--- config.mk ---
export PLATFORM = sky130hd
export DESIGN_NAME = byte_mem_sequencer
export DESIGN_NICKNAME = d
export VERILOG_FILES = /design/src/rtl/byte_comp_pkg.sv /design/src/rtl/seq_mem_mux.sv /design/src/rtl/byte_mem_sequencer.sv
export SDC_FILE = /design/constraint.sdc
export NUM_CORES = 1
export LEC_CHECK = 0
export BUFFER_PORTS_ARGS = -buffer_cell sky130_fd_sc_hd__buf_2
export CAP_MARGIN = 0
export CORE_MARGIN = 2
export CORE_UTILIZATION = 45
export CTS_CLUSTER_SIZE = 20
export DETAILED_ROUTE_END_ITERATION = 16
export PLACE_DENSITY = 0.87
export SLEW_MARGIN = 0
export SYNTH_ARGS = -nofsm -noshare
export SYNTH_HDL_FRONTEND = slang
export SYNTH_SLANG_ARGS = --single-unit
--- constraint.sdc ---
create_clock -name clk -period 4.5 [get_ports clk]
set_input_delay 0.675 -clock clk [delete_from_list [all_inputs] [get_ports clk]]
set_output_delay 0.675 -clock clk [all_outputs]
set_load 0.01 [all_outputs]
--- src/rtl/byte_comp_pkg.sv ---
// Shared definitions for the byte computer run controller.
// Latency: n/a (types and constants only).
// Backpressure: n/a.
// Contents: state encoding, default address/data widths, CPU reset pulse length.
package byte_comp_pkg;

    localparam int AW_DEF         = 5;
    localparam int DW_DEF         = 8;
    localparam int CPU_RST_CYCLES = 2;

    // Plain vector encoding so legacy code can compare against the constants directly.
    typedef logic [2:0] state_t;

    localparam state_t ST_IDLE    = 3'd0;
    localparam state_t ST_LOAD    = 3'd1;
    localparam state_t ST_CPU_RST = 3'd2;
    localparam state_t ST_RUN     = 3'd3;
    localparam state_t ST_DONE    = 3'd4;

endpackage

--- src/rtl/seq_mem_mux.sv ---
// Memory port mux: hands the single memory port to the loader, the CPU or host readback.
// Latency: purely combinational, selected by the registered sequencer state.
// Backpressure: none; the owner of the port is decided entirely by state.
// Ports: i_state selects; host/loader and CPU request sides in; mem_* and cpu_idata out.
module seq_mem_mux
    import byte_comp_pkg::*;
#(
    parameter int AW = AW_DEF,
    parameter int DW = DW_DEF
) (
    input  state_t        i_state,
    input  logic [AW-1:0] i_ptr,
    input  logic          i_host_wr_valid,
    input  logic [DW-1:0] i_host_wr_data,
    input  logic [AW-1:0] i_host_rd_addr,
    input  logic          i_cpu_we,
    input  logic [AW-1:0] i_cpu_addr,
    input  logic [DW-1:0] i_cpu_odata,
    input  logic [DW-1:0] i_mem_rdata,
    output logic          o_mem_we,
    output logic [AW-1:0] o_mem_addr,
    output logic [DW-1:0] o_mem_wdata,
    output logic [DW-1:0] o_cpu_idata
);

    always_comb begin
        o_mem_we    = 1'b0;
        o_mem_addr  = '0;
        o_mem_wdata = '0;
        o_cpu_idata = '0;
        case (i_state)
            ST_RUN: begin
                o_mem_we    = i_cpu_we;
                o_mem_addr  = i_cpu_addr;
                o_mem_wdata = i_cpu_odata;
                o_cpu_idata = i_mem_rdata;
            end
            ST_LOAD: begin
                o_mem_we    = i_host_wr_valid;
                o_mem_addr  = i_ptr;
                o_mem_wdata = i_host_wr_data;
            end
            ST_IDLE, ST_DONE: begin
                // Read-only: the host readback address drives the async read port.
                o_mem_addr  = i_host_rd_addr;
            end
            default: begin
                o_mem_we    = 1'b0;
            end
        endcase
    end

endmodule

--- src/rtl/byte_mem_sequencer.sv ---
// Run controller: loads program memory, resets and runs the CPU to halt/watchdog, then serves readback.
// Latency: host readback 1 cycle (req -> dvalid); CPU reset pulse CPU_RST_CYCLES cycles.
// Backpressure: host_wr_ready high only in LOAD; reads outside IDLE/DONE are dropped, not stalled.
// Ports: host load/run/readback side, status (busy/done/timeout/run_cycles), CPU control and data, memory port.
module byte_mem_sequencer
    import byte_comp_pkg::*;
#(
    parameter int AW         = AW_DEF,
    parameter int DW         = DW_DEF,
    parameter int CW         = 16,
    parameter int MAX_CYCLES = 4096
) (
    input  logic          clk,
    input  logic          rst_n,
    input  logic          host_load_start,
    input  logic          host_wr_valid,
    output logic          host_wr_ready,
    input  logic [DW-1:0] host_wr_data,
    input  logic          host_run,
    input  logic          host_rd_req,
    input  logic [AW-1:0] host_rd_addr,
    output logic [DW-1:0] host_rd_data,
    output logic          host_rd_dvalid,
    output logic          busy,
    output logic          done,
    output logic          timeout,
    output logic [CW-1:0] run_cycles,
    output logic          cpu_rst_n,
    output logic          cpu_start,
    input  logic          cpu_halt,
    input  logic          cpu_we,
    input  logic [AW-1:0] cpu_addr,
    input  logic [DW-1:0] cpu_odata,
    output logic [DW-1:0] cpu_idata,
    output logic          mem_we,
    output logic [AW-1:0] mem_addr,
    output logic [DW-1:0] mem_wdata,
    input  logic [DW-1:0] mem_rdata
);

    localparam logic [1:0]  RST_LAST = 2'(CPU_RST_CYCLES - 1);
    localparam logic [CW:0] WD_LIMIT = (CW + 1)'(MAX_CYCLES);

    state_t        r_state;
    logic [AW-1:0] r_ptr;
    logic [CW-1:0] r_run_cycles;
    logic          r_timeout;
    logic [1:0]    r_rst_cnt;
    logic [DW-1:0] r_rd_data;
    logic          r_rd_dvalid;

    logic [CW-1:0] w_cnt_inc;
    logic          w_wd_hit;
    logic          w_host_owns;

    // Saturating count of RUN cycles, including the cycle in which the run ends.
    assign w_cnt_inc   = (r_run_cycles == '1) ? r_run_cycles : r_run_cycles + 1'b1;
    assign w_wd_hit    = ({1'b0, w_cnt_inc} >= WD_LIMIT);
    assign w_host_owns = (r_state == ST_IDLE) || (r_state == ST_DONE);

    always_ff @(posedge clk) begin
        if (!rst_n) begin
            r_state      <= ST_IDLE;
            r_ptr        <= '0;
            r_run_cycles <= '0;
            r_timeout    <= 1'b0;
            r_rst_cnt    <= '0;
            r_rd_data    <= '0;
            r_rd_dvalid  <= 1'b0;
        end else begin
            r_rd_dvalid <= 1'b0;
            if (w_host_owns && host_rd_req) begin
                r_rd_data   <= mem_rdata;
                r_rd_dvalid <= 1'b1;
            end

            case (r_state)
                ST_IDLE, ST_DONE: begin
                    // Load takes priority over run when both are requested together.
                    if (host_load_start) begin
                        r_state   <= ST_LOAD;
                        r_ptr     <= '0;
                        r_timeout <= 1'b0;
                    end else if (host_run) begin
                        r_state      <= ST_CPU_RST;
                        r_run_cycles <= '0;
                        r_timeout    <= 1'b0;
                        r_rst_cnt    <= '0;
                    end
                end
                ST_LOAD: begin
                    // A restart still lets a byte offered in the same cycle land at the old pointer.
                    if (host_load_start) begin
                        r_ptr <= '0;
                    end else if (host_wr_valid) begin
                        r_ptr <= r_ptr + 1'b1;
                        if (r_ptr == '1) begin
                            r_state <= ST_IDLE;
                        end
                    end
                end
                ST_CPU_RST: begin
                    if (r_rst_cnt == RST_LAST) begin
                        r_state <= ST_RUN;
                    end else begin
                        r_rst_cnt <= r_rst_cnt + 1'b1;
                    end
                end
                ST_RUN: begin
                    r_run_cycles <= w_cnt_inc;
                    // Halt beats the watchdog when both land in the same cycle.
                    if (cpu_halt) begin
                        r_state   <= ST_DONE;
                        r_timeout <= 1'b0;
                    end else if (w_wd_hit) begin
                        r_state   <= ST_DONE;
                        r_timeout <= 1'b1;
                    end
                end
                default: begin
                    r_state <= ST_IDLE;
                end
            endcase
        end
    end

    assign host_wr_ready  = (r_state == ST_LOAD);
    assign busy           = (r_state == ST_LOAD) || (r_state == ST_CPU_RST) || (r_state == ST_RUN);
    assign done           = (r_state == ST_DONE);
    assign timeout        = r_timeout;
    assign run_cycles     = r_run_cycles;
    // CPU stays out of reset in DONE so its final state can be inspected.
    assign cpu_rst_n      = (r_state == ST_RUN) || (r_state == ST_DONE);
    assign cpu_start      = (r_state == ST_RUN);
    assign host_rd_data   = r_rd_data;
    assign host_rd_dvalid = r_rd_dvalid;

    seq_mem_mux #(
        .AW (AW),
        .DW (DW)
    ) u_mux (
        .i_state         (r_state),
        .i_ptr           (r_ptr),
        .i_host_wr_valid (host_wr_valid),
        .i_host_wr_data  (host_wr_data),
        .i_host_rd_addr  (host_rd_addr),
        .i_cpu_we        (cpu_we),
        .i_cpu_addr      (cpu_addr),
        .i_cpu_odata     (cpu_odata),
        .i_mem_rdata     (mem_rdata),
        .o_mem_we        (mem_we),
        .o_mem_addr      (mem_addr),
        .o_mem_wdata     (mem_wdata),
        .o_cpu_idata     (cpu_idata)
    );

endmodule

==> reports/qor.json <==
{
  "reg2regPathDepth": {"value": 6},
  "die_w": {"value": 73.2, "unit": "um"},
  "grt_remaining_overflow": {"value": 0},
  "drc": {"value": 0},
  "endpoint_kind": {"value": "output pin"},
  "fin_tns_setup": {"value": 0, "unit": "ps"},
  "synth.cell_area": {"value": 2150, "unit": "sq um"},
  "clock_pin_slew_on_the_worst_setup_and_hold_paths": {"value": 70, "unit": "ps"},
  "grt_first_pass_wirelength": {"value": 9.32, "unit": "mm"},
  "route.detailed.vias_per_inst": {"value": 5.62},
  "report.final.hold_viol_count": {"value": 0},
  "instances_no_fill": {"value": 413},
  "coreArea": {"value": 4660, "unit": "sq um"},
  "initial_utilization": {"value": 0.462},
  "post_synth_num_cell_types": {"value": 55},
  "postCtsSetupBuffers": {"value": 0},
  "run_status": {"value": "finished, final reports clean"},
  "period_share": {"value": 0.717},
  "timing.final.crit_period": {"value": 3230, "unit": "ps"},
  "timing.critical_path.slowest_stage_cell": {"value": "dfxtp_1"},
  "clock_path_buffers": {"value": 2},
  "grt_usage": {"value": 0.216},
  "placement.io_buffers": {"value": 94},
  "clock-skew-final": {"value": 7.38, "unit": "ps"},
  "cells_after_synthesis": {"value": 276},
  "cp_bufs_invs": {"value": 2},
  "ys_seq_area_frac": {"value": 0.334},
  "crit_path_start_kind": {"value": "flip-flop"},
  "cp_num_cells": {"value": 5},
  "cts-hold-fix-buffers": {"value": 0},
  "synth.area.mux_share": {"value": 0.0377},
  "vdd_drop_max": {"value": 0.179, "unit": "mV"},
  "compound_gate_portion_of_the_synthesized_area": {"value": 0.254},
  "tightest_slew": {"value": 927, "unit": "ps"},
  "synth-xor-area-share": {"value": 0.0163},
  "cap_viol_max_count": {"value": 0},
  "inserted_diodes": {"value": 0},
  "cpPeakStageDelay": {"value": 650, "unit": "ps"},
  "vias": {"value": 2320},
  "register_to_register_setup_slack": {"value": 1750, "unit": "ps"},
  "fp-row-count": {"value": 25},
  "yosys.area_share.adder": {"value": 0.0232},
  "setup_viol": {"value": 0},
  "synth.net_count": {"value": 322},
  "holdPathEnd": {"value": "host_rd_data[1]"},
  "floorplan.die_area": {"value": 5360, "unit": "sq um"},
  "total_of_flip_flops_plus_latches_after_synthesis": {"value": 36},
  "h-tree-depth": {"value": 2},
  "critical_path.reg2reg.startpoint": {"value": "run_cycles[0]"},
  "areaGrowthSynthToFinish": {"value": 26.8, "unit": "%"},
  "drive_above_1_share": {"value": 0.304},
  "area.sequential": {"value": 721, "unit": "sq um"},
  "crit_chain": {"value": "nor2b_1 -> nand2_1 -> inv_2 -> a22o_1 -> buf_2"},
  "detail_route.first_pass.iterations": {"value": 4},
  "cpLargestDelayFamily": {"value": "buffers and inverters"},
  "fillerInstances": {"value": 429},
  "worst_r2r_endpoint": {"value": "r_state[2]"},
  "crit_required": {"value": 3830, "unit": "ps"},
  "clock_root_buffer": {"value": "clkbuf_8"},
  "dominant_combinational_cell_family_by_area_after_synthesis": {"value": "simple AND/OR/NAND/NOR gates"},
  "design.final.nets": {"value": 404},
  "worst-endpoint-arrival": {"value": 2550, "unit": "ps"},
  "cts_repair_resize_count": {"value": 0},
  "route.antenna.remaining_nets": {"value": 0},
  "cts-buffers-inserted": {"value": 5},
  "timing.hold.worst.class": {"value": "flip-flop to flip-flop"},
  "hold_path_startpoint": {"value": "host_rd_data[1]"},
  "min_path_cells": {"value": 2},
  "ys_async_sr_fraction": {"value": 0},
  "place.detailed.instances": {"value": 405},
  "max_clock_freq": {"value": 310, "unit": "MHz"},
  "synth_enable_flop_cells": {"value": 0},
  "ys_warn_count": {"value": 0},
  "rsz_0062_raised_after_global_routing": {"value": "no"},
  "detail_route.wl_per_cell": {"value": 13.7, "unit": "um"},
  "clock_tree_from_tritoncts": {"value": "yes"},
  "finalWirelength": {"value": 5.66, "unit": "mm"},
  "cp-startpoint": {"value": "r_state[1]"},
  "ioPinCount": {"value": 95},
  "p_leak": {"value": 1.27, "unit": "nW"},
  "clock_sink_count": {"value": 36},
  "synth_simple_gate_area_share": {"value": 0.280},
  "synth_top_flop_cell": {"value": "dfxtp_1"},
  "finalMaxSlewViolations": {"value": 0},
  "via_count_of_the_first_global_routing_pass": {"value": 2156},
  "place_hpwl": {"value": 4.22, "unit": "mm"},
  "slew-limit-headroom": {"value": 0.373},
  "multi_input_comb_area": {"value": 1320, "unit": "sq um"},
  "critPathMaxFanout": {"value": 38},
  "grt_start_max_net_pins": {"value": 39},
  "critPathKind": {"value": "flip-flop to output pin"},
  "drt_iter0_markers": {"value": 120},
  "placer_congestion_estimate": {"value": 0.884},
  "chipHeight": {"value": 73.2, "unit": "um"},
  "initial_antenna_violation_count": {"value": 0},
  "pwr_density_cell": {"value": 299, "unit": "nW/um^2"},
  "worstSkewPairLatency": {"value": 280, "unit": "ps"},
  "syn_avg_cell_area": {"value": 7.81, "unit": "sq um"}
}
worst reg2reg max path, stage by stage (launching register included):
cell       delay (ps)
dfxtp_1           410
ha_1              330
nand4_1           270
nor4_2            430
mux2_1            390
a2111oi_1         590
a221oi_1          170
routing by layer:
layer / share of wire / routed length (um) / vias to the layer above / track usage
li1: - / - / 1178 / -
met1: 0.42 / 2380 / 1073 / 0.266
met2: 0.52 / 2950 / 62 / 0.373
met3: 0.048 / 269 / 7 / 0.0470
met4: 0.0092 / 52 / 0 / 0.0638
met5: 0 / 0 / - / 0
logic make-up (layout without fill, tap and decap cells):
| logic type | after synthesis | in the layout |
|---|---|---|
| and+or+nand+nor | 118 | 118 |
| AOI/OAI and AO/OA | 79 | 79 |
| DFF | 36 | 36 |
| buffers and inverters | 27 | 110 |
| muxes | 8 | 8 |
| adders and majority gates | 4 | 4 |
| xor gates and xnor gates | 4 | 4 |
metrics by stage:
stage | hold WS [ps] | instance area [sq um] | power, mW | utilization | setup WS, ps
finish | 453 | 2730 | 0.817 | 0.586 | 1270
global placement | 439 | 2610 | 0.511 | 0.559 | 1690
CTS | 454 | 2730 | 0.824 | 0.586 | 1290
detailed placement | 443 | 2610 | 0.516 | 0.559 | 1620
global route | 479 | 2730 | 0.859 | 0.586 | 1030
floorplan | 479 | 2150 | 0.453 | - | 2210
cell usage in the layout, fill, tap and decap left out, types with 3 or more instances in the layout:
| master | n |
|---|---|
| buf_2 | 94 |
| nand2_1 | 41 |
| dfxtp_1 | 36 |
| a21oi_1 | 23 |
| nor2_1 | 20 |
| and2_1 | 12 |
| nor3_1 | 10 |
| a22o_1 | 9 |
| o21ai_0 | 9 |
| inv_1 | 7 |
| mux2i_1 | 7 |
| a31oi_1 | 7 |
| clkbuf_8 | 7 |
| nand4_1 | 6 |
| and3_1 | 5 |
| nand3_1 | 4 |
| ha_1 | 4 |
| xor2_1 | 3 |
| o211ai_1 | 3 |
| o211a_1 | 3 |
| o21ai_1 | 3 |
| a311oi_1 | 3 |
where the power goes:
| group | internal [mW] | switching (mW) | leakage, nW | total, mW |
|---|---|---|---|---|
| clock network | 0.195 | 0.113 | 0.0645 | 0.308 |
| logic | 0.0685 | 0.0958 | 0.918 | 0.164 |
| registers | 0.330 | 0.0143 | 0.292 | 0.345 |
| total | 0.594 | 0.223 | 1.27 | 0.817 |
cell usage after synthesis, types with 2 or more instances:
cell type	instances	share of area
nand2_1	41	0.071
dfxtp_1	36	0.33
a21oi_1	23	0.053
nor2_1	20	0.035
and2_1	12	0.035
nor3_1	10	0.023
a22o_1	9	0.037
buf_2	9	0.021
clkbuf_1	9	0.016
o21ai_0	9	0.021
a31oi_1	7	0.020
inv_1	7	0.012
mux2i_1	7	0.033
nand4_1	6	0.017
and3_1	5	0.015
ha_1	4	0.023
nand3_1	4	0.0093
a311oi_1	3	0.012
o211a_1	3	0.014
o211ai_1	3	0.010
o21ai_1	3	0.0070
xor2_1	3	0.012
a211oi_1	2	0.0070
a41oi_1	2	0.0081
and4_1	2	0.0081
nand2b_1	2	0.0058
nor2b_1	2	0.0058
nor3_2	2	0.0093
o221a_1	2	0.010
o32ai_1	2	0.0081
or2_1	2	0.0058
or3_1	2	0.0058
final cells by class:
class	count	share of cell area
well taps	54	0.0247
inverters	8	0.0110
repair buffers	94	0.172
clock inverters	1	0.0110
clock buffers	7	0.0353
flip-flops and latches	36	0.264
multi-input cells	213	0.482
worst max-delay path by stage:
stage,endpoint,slack (ps)
final,mem_wdata[1],1270
after global routing,mem_wdata[1],1030
after CTS,mem_wdata[1],1290
after detailed placement,mem_wdata[3],1620
after global placement,mem_wdata[5],1690
after floorplan,r_state[2],2210
state kept, by name (all words and copies together) (netlist names):
| name | cells |
|---|---|
| run_cycles | 16 |
| host_rd_data | 8 |
| r_ptr | 5 |
| r_state | 3 |
| r_rst_cnt | 2 |
| host_rd_dvalid | 1 |
| timeout | 1 |
No activity file was read; power rests on OpenSTA's default activity.
